## config.mk

```make
export PLATFORM = sky130hd
export DESIGN_NAME = bp_llr_update
export DESIGN_NICKNAME = d
export VERILOG_FILES = /design/src/rtl/bp_pkg.sv /design/src/rtl/llr_sat_add.sv /design/src/rtl/bp_llr_update.sv
export SDC_FILE = /design/constraint.sdc
export NUM_CORES = 1
export LEC_CHECK = 0
export ABC_AREA = 1
export CORE_ASPECT_RATIO = 0.5
export CORE_MARGIN = 5
export CORE_UTILIZATION = 50
export CTS_BUF_LIST = sky130_fd_sc_hd__clkbuf_8
export DETAILED_ROUTE_END_ITERATION = 10
export PLACE_DENSITY = 0.8
export SKIP_CTS_REPAIR_TIMING = 1
export SYNTH_ARGS = -nofsm -noshare
export SYNTH_HDL_FRONTEND = slang
export SYNTH_SLANG_ARGS = --single-unit
```

## constraint.sdc

```tcl
create_clock -name clk -period 3.18 [get_ports clk]
set_clock_uncertainty 0.2 [all_clocks]
set_input_delay 0.636 -clock clk [delete_from_list [all_inputs] [get_ports clk]]
set_output_delay 0.636 -clock clk [all_outputs]
set_load 0.1 [all_outputs]
```

## src/rtl/bp_pkg.sv

```systemverilog
// Shared definitions for the belief-propagation LLR update block:
// FSM state encoding and symmetric saturation limits.
package bp_pkg;

  typedef logic [1:0] state_t;

  localparam state_t ST_IDLE = 2'd0;
  localparam state_t ST_RUN  = 2'd1;
  localparam state_t ST_DONE = 2'd2;

  function automatic int LLR_MAX(input int bit_n);
    return (1 << (bit_n - 1)) - 1;
  endfunction

  // Symmetric range: the most negative code is never produced
  function automatic int LLR_MIN(input int bit_n);
    return -LLR_MAX(bit_n);
  endfunction

endpackage

```

## src/rtl/llr_sat_add.sv

```systemverilog
// Combinational symmetric saturating adder for two's-complement LLRs.
// The asymmetric minimum code on either input is folded to -LLR_MAX first.
module llr_sat_add
  import bp_pkg::*;
#(
  parameter int BIT_N = 8
) (
  input  logic signed [BIT_N-1:0] a,
  input  logic signed [BIT_N-1:0] b,
  output logic signed [BIT_N-1:0] sum
);

  localparam logic signed [BIT_N:0]   MAX_W    = (BIT_N+1)'(LLR_MAX(BIT_N));
  localparam logic signed [BIT_N:0]   MIN_W    = (BIT_N+1)'(LLR_MIN(BIT_N));
  localparam logic signed [BIT_N-1:0] MIN_N    = BIT_N'(LLR_MIN(BIT_N));
  localparam logic signed [BIT_N-1:0] NEG_EDGE = {1'b1, {(BIT_N-1){1'b0}}};

  logic signed [BIT_N-1:0] a_c;
  logic signed [BIT_N-1:0] b_c;
  logic signed [BIT_N:0]   wide;

  always_comb begin
    a_c  = (a == NEG_EDGE) ? MIN_N : a;
    b_c  = (b == NEG_EDGE) ? MIN_N : b;
    wide = {a_c[BIT_N-1], a_c} + {b_c[BIT_N-1], b_c};
    if (wide > MAX_W) begin
      sum = MAX_W[BIT_N-1:0];
    end else if (wide < MIN_W) begin
      sum = MIN_W[BIT_N-1:0];
    end else begin
      sum = wide[BIT_N-1:0];
    end
  end

endmodule

```

## src/rtl/bp_llr_update.sv

```systemverilog
// Variable-node LLR update: latches the channel LLR per codeword, adds each
// incoming extrinsic message, and stops early once hard decisions settle.
module bp_llr_update
  import bp_pkg::*;
#(
  parameter int BIT_N      = 8,
  parameter int MAX_ITER   = 16,
  parameter int STABLE_CNT = 3
) (
  input  logic                             clk,
  input  logic                             rst_n,
  input  logic                             en,
  input  logic                             start,
  input  logic [BIT_N-1:0]                 LLR_CH,
  input  logic                             msg_valid,
  input  logic [BIT_N-1:0]                 MSG_IN,
  output logic [BIT_N-1:0]                 OUT,
  output logic                             out_valid,
  output logic                             hard_bit,
  output logic                             busy,
  output logic                             done,
  output logic [$clog2(MAX_ITER+1)-1:0]    iter_cnt
);

  localparam int IW = $clog2(MAX_ITER + 1);
  localparam int SW = $clog2(STABLE_CNT + 1);

  state_t           state_q, state_d;
  logic [BIT_N-1:0] llr_q, llr_d;
  logic [BIT_N-1:0] out_q, out_d;
  logic             out_valid_q, out_valid_d;
  logic             done_q, done_d;
  logic [IW-1:0]    iter_q, iter_d;
  logic [SW-1:0]    stable_q, stable_d;
  logic [BIT_N-1:0] sum_w;

  llr_sat_add #(.BIT_N(BIT_N)) u_sat_add (
    .a   (llr_q),
    .b   (MSG_IN),
    .sum (sum_w)
  );

  always_comb begin
    state_d     = state_q;
    llr_d       = llr_q;
    out_d       = out_q;
    out_valid_d = 1'b0;
    done_d      = 1'b0;
    iter_d      = iter_q;
    stable_d    = stable_q;
    if (start) begin
      llr_d    = LLR_CH;
      iter_d   = '0;
      stable_d = '0;
      state_d  = ST_RUN;
    end else if (state_q == ST_RUN && msg_valid) begin
      out_d       = sum_w;
      out_valid_d = 1'b1;
      iter_d      = iter_q + IW'(1);
      // The first update of a codeword has no valid predecessor decision
      if (iter_q != '0 && sum_w[BIT_N-1] == out_q[BIT_N-1]) begin
        stable_d = stable_q + SW'(1);
      end else begin
        stable_d = '0;
      end
      if (stable_d == SW'(STABLE_CNT - 1) || iter_d == IW'(MAX_ITER)) begin
        state_d = ST_DONE;
        done_d  = 1'b1;
      end
    end
  end

  always_ff @(posedge clk or negedge rst_n) begin
    if (!rst_n) begin
      state_q     <= ST_IDLE;
      llr_q       <= '0;
      out_q       <= '0;
      out_valid_q <= 1'b0;
      done_q      <= 1'b0;
      iter_q      <= '0;
      stable_q    <= '0;
    end else if (en) begin
      state_q     <= state_d;
      llr_q       <= llr_d;
      out_q       <= out_d;
      out_valid_q <= out_valid_d;
      done_q      <= done_d;
      iter_q      <= iter_d;
      stable_q    <= stable_d;
    end
  end

  assign OUT       = out_q;
  assign out_valid = out_valid_q;
  assign hard_bit  = out_q[BIT_N-1];
  assign busy      = (state_q == ST_RUN);
  assign done      = done_q;
  assign iter_cnt  = iter_q;

endmodule

```

==> impl_metrics.prom, run 1 <==
# TYPE chip_impl_metric gauge
chip_impl_metric{name="maximum_number_of_pins_on_one_net_before_global_route_repair",unit=""} 28
chip_impl_info{name="grt_setup_unrepaired",value="false"} 1
chip_impl_metric{name="net_total_in_the_final_layout",unit=""} 325
chip_impl_metric{name="netlist_instances",unit=""} 256
chip_impl_info{name="ys_dominant_reg_cell",value="sky130_fd_sc_hd__dfrtp_1"} 1
chip_impl_metric{name="cp_slowest_stage_delay",unit="ns"} 0.49
chip_impl_metric{name="worstMarginPinSlew",unit="ns"} 0.3434
chip_impl_metric{name="holdPathStages",unit=""} 2
chip_impl_metric{name="static_leakage_power",unit="uW"} 0.001214
chip_impl_metric{name="clock_latency",unit="ns"} 0.28
chip_impl_metric{name="grt-ovfl-total",unit=""} 0
chip_impl_metric{name="critPathRequiredTime",unit="ns"} 3.14
chip_impl_metric{name="placed_cells_incl_taps",unit=""} 339
chip_impl_info{name="min_to",value="stable_q[1]"} 1
chip_impl_metric{name="clock_slew_at_reported_path_ffs",unit="ns"} 0.10
chip_impl_metric{name="clkSinkCount",unit=""} 27
chip_impl_metric{name="max-clock-path-buffers",unit=""} 2
chip_impl_metric{name="slew_headroom",unit=""} 0.7686
chip_impl_info{name="critical_path.reg2reg.startpoint",value="llr_q[1]"} 1
chip_impl_metric{name="fmax",unit="MHz"} 334.1
chip_impl_info{name="crit_path_frequent_cell",value="sky130_fd_sc_hd__nand2_1"} 1
chip_impl_info{name="crit_path_cell_trace",value="clkdlybuf4s50_1 > nor2_1 > a41o_1 > ha_1 > fa_2 > nand2_1 > nand2_1 > nand3_2 > nand3_1 > nand3b_1 > nand4_1 > nand2_1 > a21oi_1"} 1
chip_impl_metric{name="cellPowerDensity",unit="mW/mm2"} 666.4
chip_impl_metric{name="grt_first_pass_wirelength",unit="mm"} 6.900
chip_impl_metric{name="synth_area_in_xor_xnor",unit=""} 0.01477
chip_impl_info{name="timing.setup.critical_path_class",value="input port to flop"} 1
chip_impl_info{name="tritoncts",value="yes"} 1
chip_impl_metric{name="grt_antenna_before_repair",unit=""} 0
chip_impl_metric{name="dr.pass1.iters",unit=""} 4
chip_impl_metric{name="drt_wl_total",unit="mm"} 3.964
chip_impl_info{name="uppermost_signal_routing_layer_after_detailed_routing",value="met4"} 1
chip_impl_metric{name="compound_cell_area_share_of_the_yosys_netlist",unit=""} 0.08298
chip_impl_metric{name="gp_routability_congestion",unit=""} 0.9460
chip_impl_info{name="clock-root-buffer",value="sky130_fd_sc_hd__clkbuf_8"} 1
chip_impl_metric{name="initial_utilization",unit=""} 0.5180
chip_impl_metric{name="register_area",unit="um2"} 675.6
chip_impl_metric{name="dieArea",unit="mm2"} 0.004924
chip_impl_metric{name="share_of_flip_flops_with_an_asynchronous_set_or_reset",unit=""} 1.000
chip_impl_metric{name="post_drt_wl_per_cell",unit="um"} 11.56
chip_impl_metric{name="final_period_minus_worst_setup_slack",unit="ns"} 2.993
chip_impl_metric{name="path_buf_inv",unit=""} 1
chip_impl_info{name="synth_top_family_by_area",value="simple AND/OR/NAND/NOR gates"} 1
chip_impl_metric{name="number_of_global_route_vias_before_repair",unit=""} 1590
chip_impl_metric{name="finalSetupViolCount",unit=""} 0
chip_impl_metric{name="finalHoldViolCount",unit=""} 0
chip_impl_metric{name="multi_input_comb_area",unit="um2"} 907.1
chip_impl_metric{name="detailedRoute.firstIterationViolations",unit=""} 59
chip_impl_info{name="hold_start",value="stable_q[1]"} 1
chip_impl_metric{name="io_buffer_count",unit=""} 37
chip_impl_metric{name="final_layout_size_suffix_gt1_frac",unit=""} 0.1473
chip_impl_metric{name="dieHeight",unit="um"} 52.18
chip_impl_metric{name="syn_area_per_cell",unit="um2"} 6.950
chip_impl_metric{name="path_depth",unit=""} 13
chip_impl_metric{name="yosys_warnings",unit=""} 0
chip_impl_metric{name="final.period_utilization",unit=""} 0.9412
chip_impl_metric{name="number_of_buffers_added_by_the_clock_tree_synthesis_step",unit=""} 3
chip_impl_info{name="crit_path_end_kind",value="flop"} 1
chip_impl_metric{name="core_area",unit="mm2"} 0.003435
chip_impl_metric{name="antenna_cells_inserted",unit=""} 0
chip_impl_metric{name="detailroute.via_count",unit=""} 1656
chip_impl_metric{name="timing.max_cap.violations",unit=""} 0
chip_impl_metric{name="hold_slack",unit="ns"} 0.2888
chip_impl_info{name="hold_path_class",value="flop to flop"} 1
chip_impl_metric{name="vdd.ir_drop.worst",unit="V"} 0.0002437
chip_impl_metric{name="detailedPlacementHpwl",unit="mm"} 3.260
chip_impl_metric{name="instances_no_fill",unit=""} 343
chip_impl_metric{name="cp_max_fo",unit=""} 4
chip_impl_metric{name="synth_enable_flop_cells",unit=""} 0
chip_impl_metric{name="wl_met1",unit="mm"} 1.984
chip_impl_metric{name="utilization",unit=""} 0.6525
chip_impl_metric{name="post_synth_num_cell_types",unit=""} 30
chip_impl_metric{name="synth_fa_ha_area_frac",unit=""} 0.08158
chip_impl_metric{name="htree_num_levels",unit=""} 1
chip_impl_metric{name="synth_mux_area_frac",unit=""} 0
chip_impl_metric{name="antenna_violating_nets_post_route",unit=""} 0
chip_impl_info{name="status",value="finished clean"} 1
chip_impl_metric{name="synthSimpleGateAreaFrac",unit=""} 0.3291
chip_impl_info{name="critical_r2r_capture",value="OUT[3]"} 1
chip_impl_metric{name="drc",unit=""} 0
chip_impl_metric{name="fillerInstances",unit=""} 299
chip_impl_metric{name="detailroute.wirelength.met2",unit="mm"} 1.819
chip_impl_metric{name="netlist_area",unit="mm2"} 0.001779
chip_impl_metric{name="cp.arrival",unit="ns"} 2.95
chip_impl_info{name="critPathLaunchType",value="input port"} 1
chip_impl_metric{name="syn_nets",unit=""} 288
chip_impl_metric{name="timing.final.max_slew_violations",unit=""} 0
chip_impl_metric{name="die_w",unit="um"} 94.36
chip_impl_metric{name="reg2reg_setup_slack",unit="ns"} 0.46
chip_impl_metric{name="detailroute.wirelength.met3",unit="um"} 128
chip_impl_metric{name="total_power",unit="uW"} 1493
chip_impl_metric{name="std_cell_rows",unit=""} 15
chip_impl_metric{name="r2r_cells",unit=""} 14
chip_impl_metric{name="synth-seq-area-share",unit=""} 0.3797
chip_impl_info{name="cpMaxStageDelayCell",value="sky130_fd_sc_hd__clkdlybuf4s50_1"} 1
chip_impl_metric{name="post_drt_via_cell_ratio",unit=""} 4.828
chip_impl_info{name="dominant_delay_contributor_by_cell_family_on_the_critical_path",value="simple AND/OR/NAND/NOR gates"} 1
chip_impl_metric{name="postSynthRegisterBits",unit=""} 27
chip_impl_metric{name="grtUsageTotal",unit=""} 0.1776
chip_impl_metric{name="area_delta_synth_final",unit="%"} 25.95
chip_impl_metric{name="floorplan.io_pins",unit=""} 38
## state kept, by name, summed over array words and instances, names as in the netlist
name / flops
done: 1
stable_q: 2
llr_q: 8
OUT: 8
state_q: 2
iter_cnt: 5
out_valid: 1
## where the power goes
group          internal, uW  total [uW]  switching, uW
sequential              407         452           44.7
clock                  89.1         200            111
combinational           214         841            627
## per-stage QoR
step | area [um2] | TNS, ns | worst slack [ns]
2_1_floorplan | 1779 | 0 | 0.5938
3_3_place_gp | 2190 | -0.6750 | -0.09659
3_5_place_dp | 2190 | -1.139 | -0.1504
4_1_cts | 2238 | 0 | 0.1374
5_1_grt | 2241 | 0 | 0.01189
6_report | 2241 | 0 | 0.1871
## synth_stat cells (2+ instances only)
master	n	area [um2]
sky130_fd_sc_hd__a21oi_1	6	30.03
sky130_fd_sc_hd__a21oi_2	3	26.28
sky130_fd_sc_hd__clkbuf_1	15	56.30
sky130_fd_sc_hd__dfrtp_1	27	675.7
sky130_fd_sc_hd__ha_1	10	125.1
sky130_fd_sc_hd__inv_1	34	127.6
sky130_fd_sc_hd__nand2_1	97	364.1
sky130_fd_sc_hd__nand2_2	3	18.77
sky130_fd_sc_hd__nand3_1	16	80.08
sky130_fd_sc_hd__nand4_1	4	25.02
sky130_fd_sc_hd__nor2_1	13	48.80
sky130_fd_sc_hd__o211ai_1	2	15.01
sky130_fd_sc_hd__o21a_1	2	15.01
sky130_fd_sc_hd__o21ai_0	6	30.03
sky130_fd_sc_hd__o22ai_1	2	12.51
sky130_fd_sc_hd__xor2_1	2	17.52
## layer usage
| metal | vias to the layer above | global-route usage |
|---|---|---|
| met5 | - | 0 |
| met4 | 0 | 0.03118 |
| met3 | 4 | 0.03874 |
| met2 | 31 | 0.2899 |
| met1 | 754 | 0.2469 |
| li1 | 867 | - |
## how the worst max path moves through the flow
stage	endpoint	startpoint	slack, ns
floorplan	OUT[3]	MSG_IN[6]	0.59
global placement	state_q[0]	MSG_IN[1]	-0.1
detailed placement	state_q[0]	MSG_IN[1]	-0.15
CTS	state_q[0]	MSG_IN[1]	0.14
global route	OUT[3]	MSG_IN[1]	0.01
finish	state_q[0]	MSG_IN[1]	0.19
## worst min-delay path, stage by stage, from the launching register on
cell	delay [ns]
sky130_fd_sc_hd__dfrtp_1	0.36
sky130_fd_sc_hd__nand2_1	0.06
sky130_fd_sc_hd__nand2_1	0.05
## cells by family (layout without fill, tap and decap cells)
| group | Yosys count | after routing |
|---|---|---|
| fa+ha+maj | 11 | 11 |
| buf+inv | 52 | 88 |
| xor+xnor | 3 | 3 |
| flops | 27 | 27 |
| compound gates | 23 | 23 |
| simple gates | 140 | 140 |
## placed cells by master (no fill, tap or decap)
cell type and count:
sky130_fd_sc_hd__a21oi_1 6, sky130_fd_sc_hd__a21oi_2 3, sky130_fd_sc_hd__a31o_2 1, sky130_fd_sc_hd__a41o_1 1, sky130_fd_sc_hd__and3_1 1, sky130_fd_sc_hd__buf_4 28
sky130_fd_sc_hd__clkbuf_8 3, sky130_fd_sc_hd__clkdlybuf4s50_1 20, sky130_fd_sc_hd__clkinv_1 1, sky130_fd_sc_hd__clkinvlp_4 1, sky130_fd_sc_hd__dfrtp_1 27, sky130_fd_sc_hd__fa_2 1
sky130_fd_sc_hd__ha_1 10, sky130_fd_sc_hd__inv_1 34, sky130_fd_sc_hd__inv_2 1, sky130_fd_sc_hd__nand2_1 97, sky130_fd_sc_hd__nand2_2 3, sky130_fd_sc_hd__nand3_1 16
sky130_fd_sc_hd__nand3_2 1, sky130_fd_sc_hd__nand3b_1 1, sky130_fd_sc_hd__nand4_1 4, sky130_fd_sc_hd__nor2_1 13, sky130_fd_sc_hd__nor2_2 1, sky130_fd_sc_hd__nor3_1 1
sky130_fd_sc_hd__nor3b_1 1, sky130_fd_sc_hd__nor4_1 1, sky130_fd_sc_hd__o211ai_1 2, sky130_fd_sc_hd__o21a_1 2, sky130_fd_sc_hd__o21ai_0 6, sky130_fd_sc_hd__o22ai_1 2
sky130_fd_sc_hd__xnor2_1 1, sky130_fd_sc_hd__xor2_1 2
## layout make-up
type	instances	area share
Clock buffer	3	0.01843
Multi-Input combinational cell	177	0.4048
Tap cell	51	0.02848
Clock inverter	1	0.003350
Sequential cell	27	0.3015
Inverter	36	0.06030
Timing Repair Buffer	48	0.1831
Note: power is estimated with default switching activity, not from simulation.
==> inputs of run 2 (changes only) <==
CAP_MARGIN = 10   (was default)
==> results of run 2 <==
The final DEF is identical to that of run 1; final timing and power are the same.
==> inputs of run 3 (changes only) <==
CORE_MARGIN = 3   (was 5)
==> impl_metrics.prom, run 3 (synthesis results as in run 1) <==
# TYPE chip_impl_metric gauge
chip_impl_info{name="status",value="finished clean"} 1
chip_impl_metric{name="total_power",unit="uW"} 1492
chip_impl_metric{name="finalSetupViolCount",unit=""} 0
chip_impl_metric{name="clock_slew_at_reported_path_ffs",unit="ns"} 0.10
chip_impl_metric{name="critPathRequiredTime",unit="ns"} 3.16
chip_impl_metric{name="timing.final.max_slew_violations",unit=""} 0
chip_impl_metric{name="post_drt_via_cell_ratio",unit=""} 4.689
chip_impl_metric{name="worstMarginPinSlew",unit="ns"} 0.3475
chip_impl_metric{name="grt_antenna_before_repair",unit=""} 0
chip_impl_metric{name="final.period_utilization",unit=""} 0.9312
chip_impl_metric{name="std_cell_rows",unit=""} 14
chip_impl_metric{name="final_period_minus_worst_setup_slack",unit="ns"} 2.961
chip_impl_metric{name="reg2reg_setup_slack",unit="ns"} 0.50
chip_impl_metric{name="floorplan.io_pins",unit=""} 38
chip_impl_metric{name="dr.pass1.iters",unit=""} 4
chip_impl_info{name="hold_start",value="stable_q[1]"} 1
chip_impl_metric{name="fmax",unit="MHz"} 337.7
chip_impl_metric{name="gr-usage-met1",unit=""} 0.2696
chip_impl_metric{name="drt_wl_total",unit="mm"} 3.910
chip_impl_metric{name="static_leakage_power",unit="uW"} 0.001218
chip_impl_info{name="globalRoute.busiestLayer",value="met2"} 1
chip_impl_metric{name="number_of_global_route_vias_before_repair",unit=""} 1368
chip_impl_metric{name="io_buffer_count",unit=""} 37
chip_impl_metric{name="slew_headroom",unit=""} 0.7659
chip_impl_metric{name="cp_slowest_stage_delay",unit="ns"} 0.50
chip_impl_metric{name="grt_first_pass_wirelength",unit="mm"} 6.375
chip_impl_metric{name="power_frac_seq",unit=""} 0.305
chip_impl_metric{name="grtUsageTotal",unit=""} 0.1868
chip_impl_info{name="cpMaxStageDelayCell",value="sky130_fd_sc_hd__clkdlybuf4s50_1"} 1
chip_impl_metric{name="htree_num_levels",unit=""} 1
chip_impl_metric{name="core_area",unit="mm2"} 0.003188
chip_impl_metric{name="cellPowerDensity",unit="mW/mm2"} 664.5
chip_impl_info{name="critical_path.reg2reg.startpoint",value="llr_q[1]"} 1
chip_impl_metric{name="final_layout_size_suffix_gt1_frac",unit=""} 0.1502
chip_impl_metric{name="cp_max_fo",unit=""} 7
chip_impl_metric{name="fillerInstances",unit=""} 286
chip_impl_metric{name="finalHoldViolCount",unit=""} 0
chip_impl_metric{name="p_int",unit="uW"} 710.7
chip_impl_metric{name="grt-ovfl-total",unit=""} 0
chip_impl_metric{name="cp.arrival",unit="ns"} 2.94
chip_impl_metric{name="timing.max_cap.violations",unit=""} 0
chip_impl_metric{name="antenna_cells_inserted",unit=""} 0
chip_impl_metric{name="vdd.ir_drop.worst",unit="V"} 0.0003273
chip_impl_info{name="crit_path_cell_trace",value="clkdlybuf4s50_1 > nor2_1 > a41o_1 > ha_1 > fa_2 > nand2_1 > nand2_1 > nand3_2 > nand2_1 > nand2_1 > nand2_2 > nand2_1 > nand2_2 > nand2_1 > nand2_1"} 1
chip_impl_metric{name="gr-usage-met3",unit=""} 0.03390
chip_impl_metric{name="maximum_number_of_pins_on_one_net_before_global_route_repair",unit=""} 28
chip_impl_info{name="layout_commonest_cell",value="sky130_fd_sc_hd__nand2_1"} 1
chip_impl_info{name="timing.setup.critical_path_class",value="input port to flop"} 1
chip_impl_metric{name="detailroute.via_count",unit=""} 1599
chip_impl_metric{name="initial_utilization",unit=""} 0.5581
chip_impl_metric{name="post_drt_wl_per_cell",unit="um"} 11.47
chip_impl_metric{name="utilization",unit=""} 0.7041
chip_impl_metric{name="antenna_violating_nets_post_route",unit=""} 0
chip_impl_metric{name="clock_latency",unit="ns"} 0.28
chip_impl_metric{name="area_delta_synth_final",unit="%"} 26.16
chip_impl_metric{name="dieHeight",unit="um"} 48.18
chip_impl_info{name="clock-root-buffer",value="sky130_fd_sc_hd__clkbuf_8"} 1
chip_impl_metric{name="gp_routability_congestion",unit=""} 0.8802
chip_impl_metric{name="max-clock-path-buffers",unit=""} 2
chip_impl_info{name="most_used_cells_in_the_layout_excluding_fill_and_tap_cells",value="sky130_fd_sc_hd__nand2_1, sky130_fd_sc_hd__inv_1, sky130_fd_sc_hd__buf_4, sky130_fd_sc_hd__dfrtp_1, sky130_fd_sc_hd__clkdlybuf4s50_1"} 1
chip_impl_metric{name="number_of_buffers_added_by_the_clock_tree_synthesis_step",unit=""} 3
chip_impl_metric{name="dieArea",unit="mm2"} 0.004354
chip_impl_metric{name="die_w",unit="um"} 90.36
chip_impl_metric{name="drc",unit=""} 0
chip_impl_metric{name="power.share.clock",unit=""} 0.134
chip_impl_info{name="crit_path_frequent_cell",value="sky130_fd_sc_hd__nand2_1"} 1
chip_impl_info{name="worstSetupStartpoint",value="MSG_IN[1]"} 1
chip_impl_info{name="grt_setup_unrepaired",value="false"} 1
chip_impl_metric{name="pwr-share-comb",unit=""} 0.561
chip_impl_metric{name="detailedRoute.firstIterationViolations",unit=""} 57
chip_impl_metric{name="total_switching_power",unit="uW"} 780.9
chip_impl_info{name="critPathLaunchType",value="input port"} 1
chip_impl_metric{name="power_switching_share",unit=""} 0.5235
chip_impl_info{name="hold_path_class",value="flop to flop"} 1
chip_impl_info{name="tritoncts",value="yes"} 1
chip_impl_metric{name="detailedPlacementHpwl",unit="mm"} 3.206
chip_impl_metric{name="grt_util_met2",unit=""} 0.2944
chip_impl_info{name="crit_path_end_kind",value="flop"} 1
chip_impl_metric{name="net_total_in_the_final_layout",unit=""} 326
chip_impl_metric{name="clkSinkCount",unit=""} 27
## run 3: per-layer routing
layer | up-vias | wire [um]
met3 | 5 | 169
li1 | 864 | -
met4 | 0 | 37
met5 | - | 0
met2 | 31 | 1611
met1 | 699 | 2091
## run 3: path summary, 6_finish.rpt
check / depth (start not counted) / endpoint
setup / recovery: 15 / OUT[5]
hold / removal: 2 / stable_q[1]
setup reg to reg: 14 / OUT[5]
hold reg to reg: 2 / stable_q[1]
max in group asynchronous: 2 / llr_q[7]
min in group asynchronous: 2 / out_valid
## run 3: metrics by stage
stage	TNS, ns	hold slack [ns]	instance area (um2)	worst slack (ns)	instances
2_1_floorplan	0	0.1404	1779	0.5938	256
3_3_place_gp	-0.8287	0.2549	2193	-0.1026	337
3_5_place_dp	-1.076	0.2599	2193	-0.1178	337
4_1_cts	0	0.2893	2242	0.1833	341
5_1_grt	0	0.3079	2245	0.01191	341
6_report	0	0.2866	2245	0.2187	341
## run 3: worst max-delay path: cells and delay by family
family / cells / cell delay, ns
AOI/OAI and AO/OA: 1 / 0.24
adders and majority gates: 2 / 0.61
buffers and inverters: 1 / 0.50
and+or+nand+nor: 11 / 0.95
## run 3: area by class of cell
cell class | instances | area, um2 | area share
multi-input combinational | 177 | 907.1 | 0.4041
clock buffer | 3 | 41.29 | 0.01839
sequential | 27 | 675.6 | 0.3010
tap | 48 | 60.06 | 0.02676
inverter | 36 | 135.1 | 0.06020
clock inverter | 1 | 7.507 | 0.003344
timing repair buffer | 49 | 417.9 | 0.1862
## run 3: power by group through the flow
stage / clock network, uW / logic, uW / registers, uW
final: 201 / 837 / 454
after global routing: 220 / 898 / 463
after CTS: 208 / 840 / 455
after detailed placement: 0 / 839 / 462
after global placement: 0 / 835 / 457
after floorplan: 0 / 290 / 815
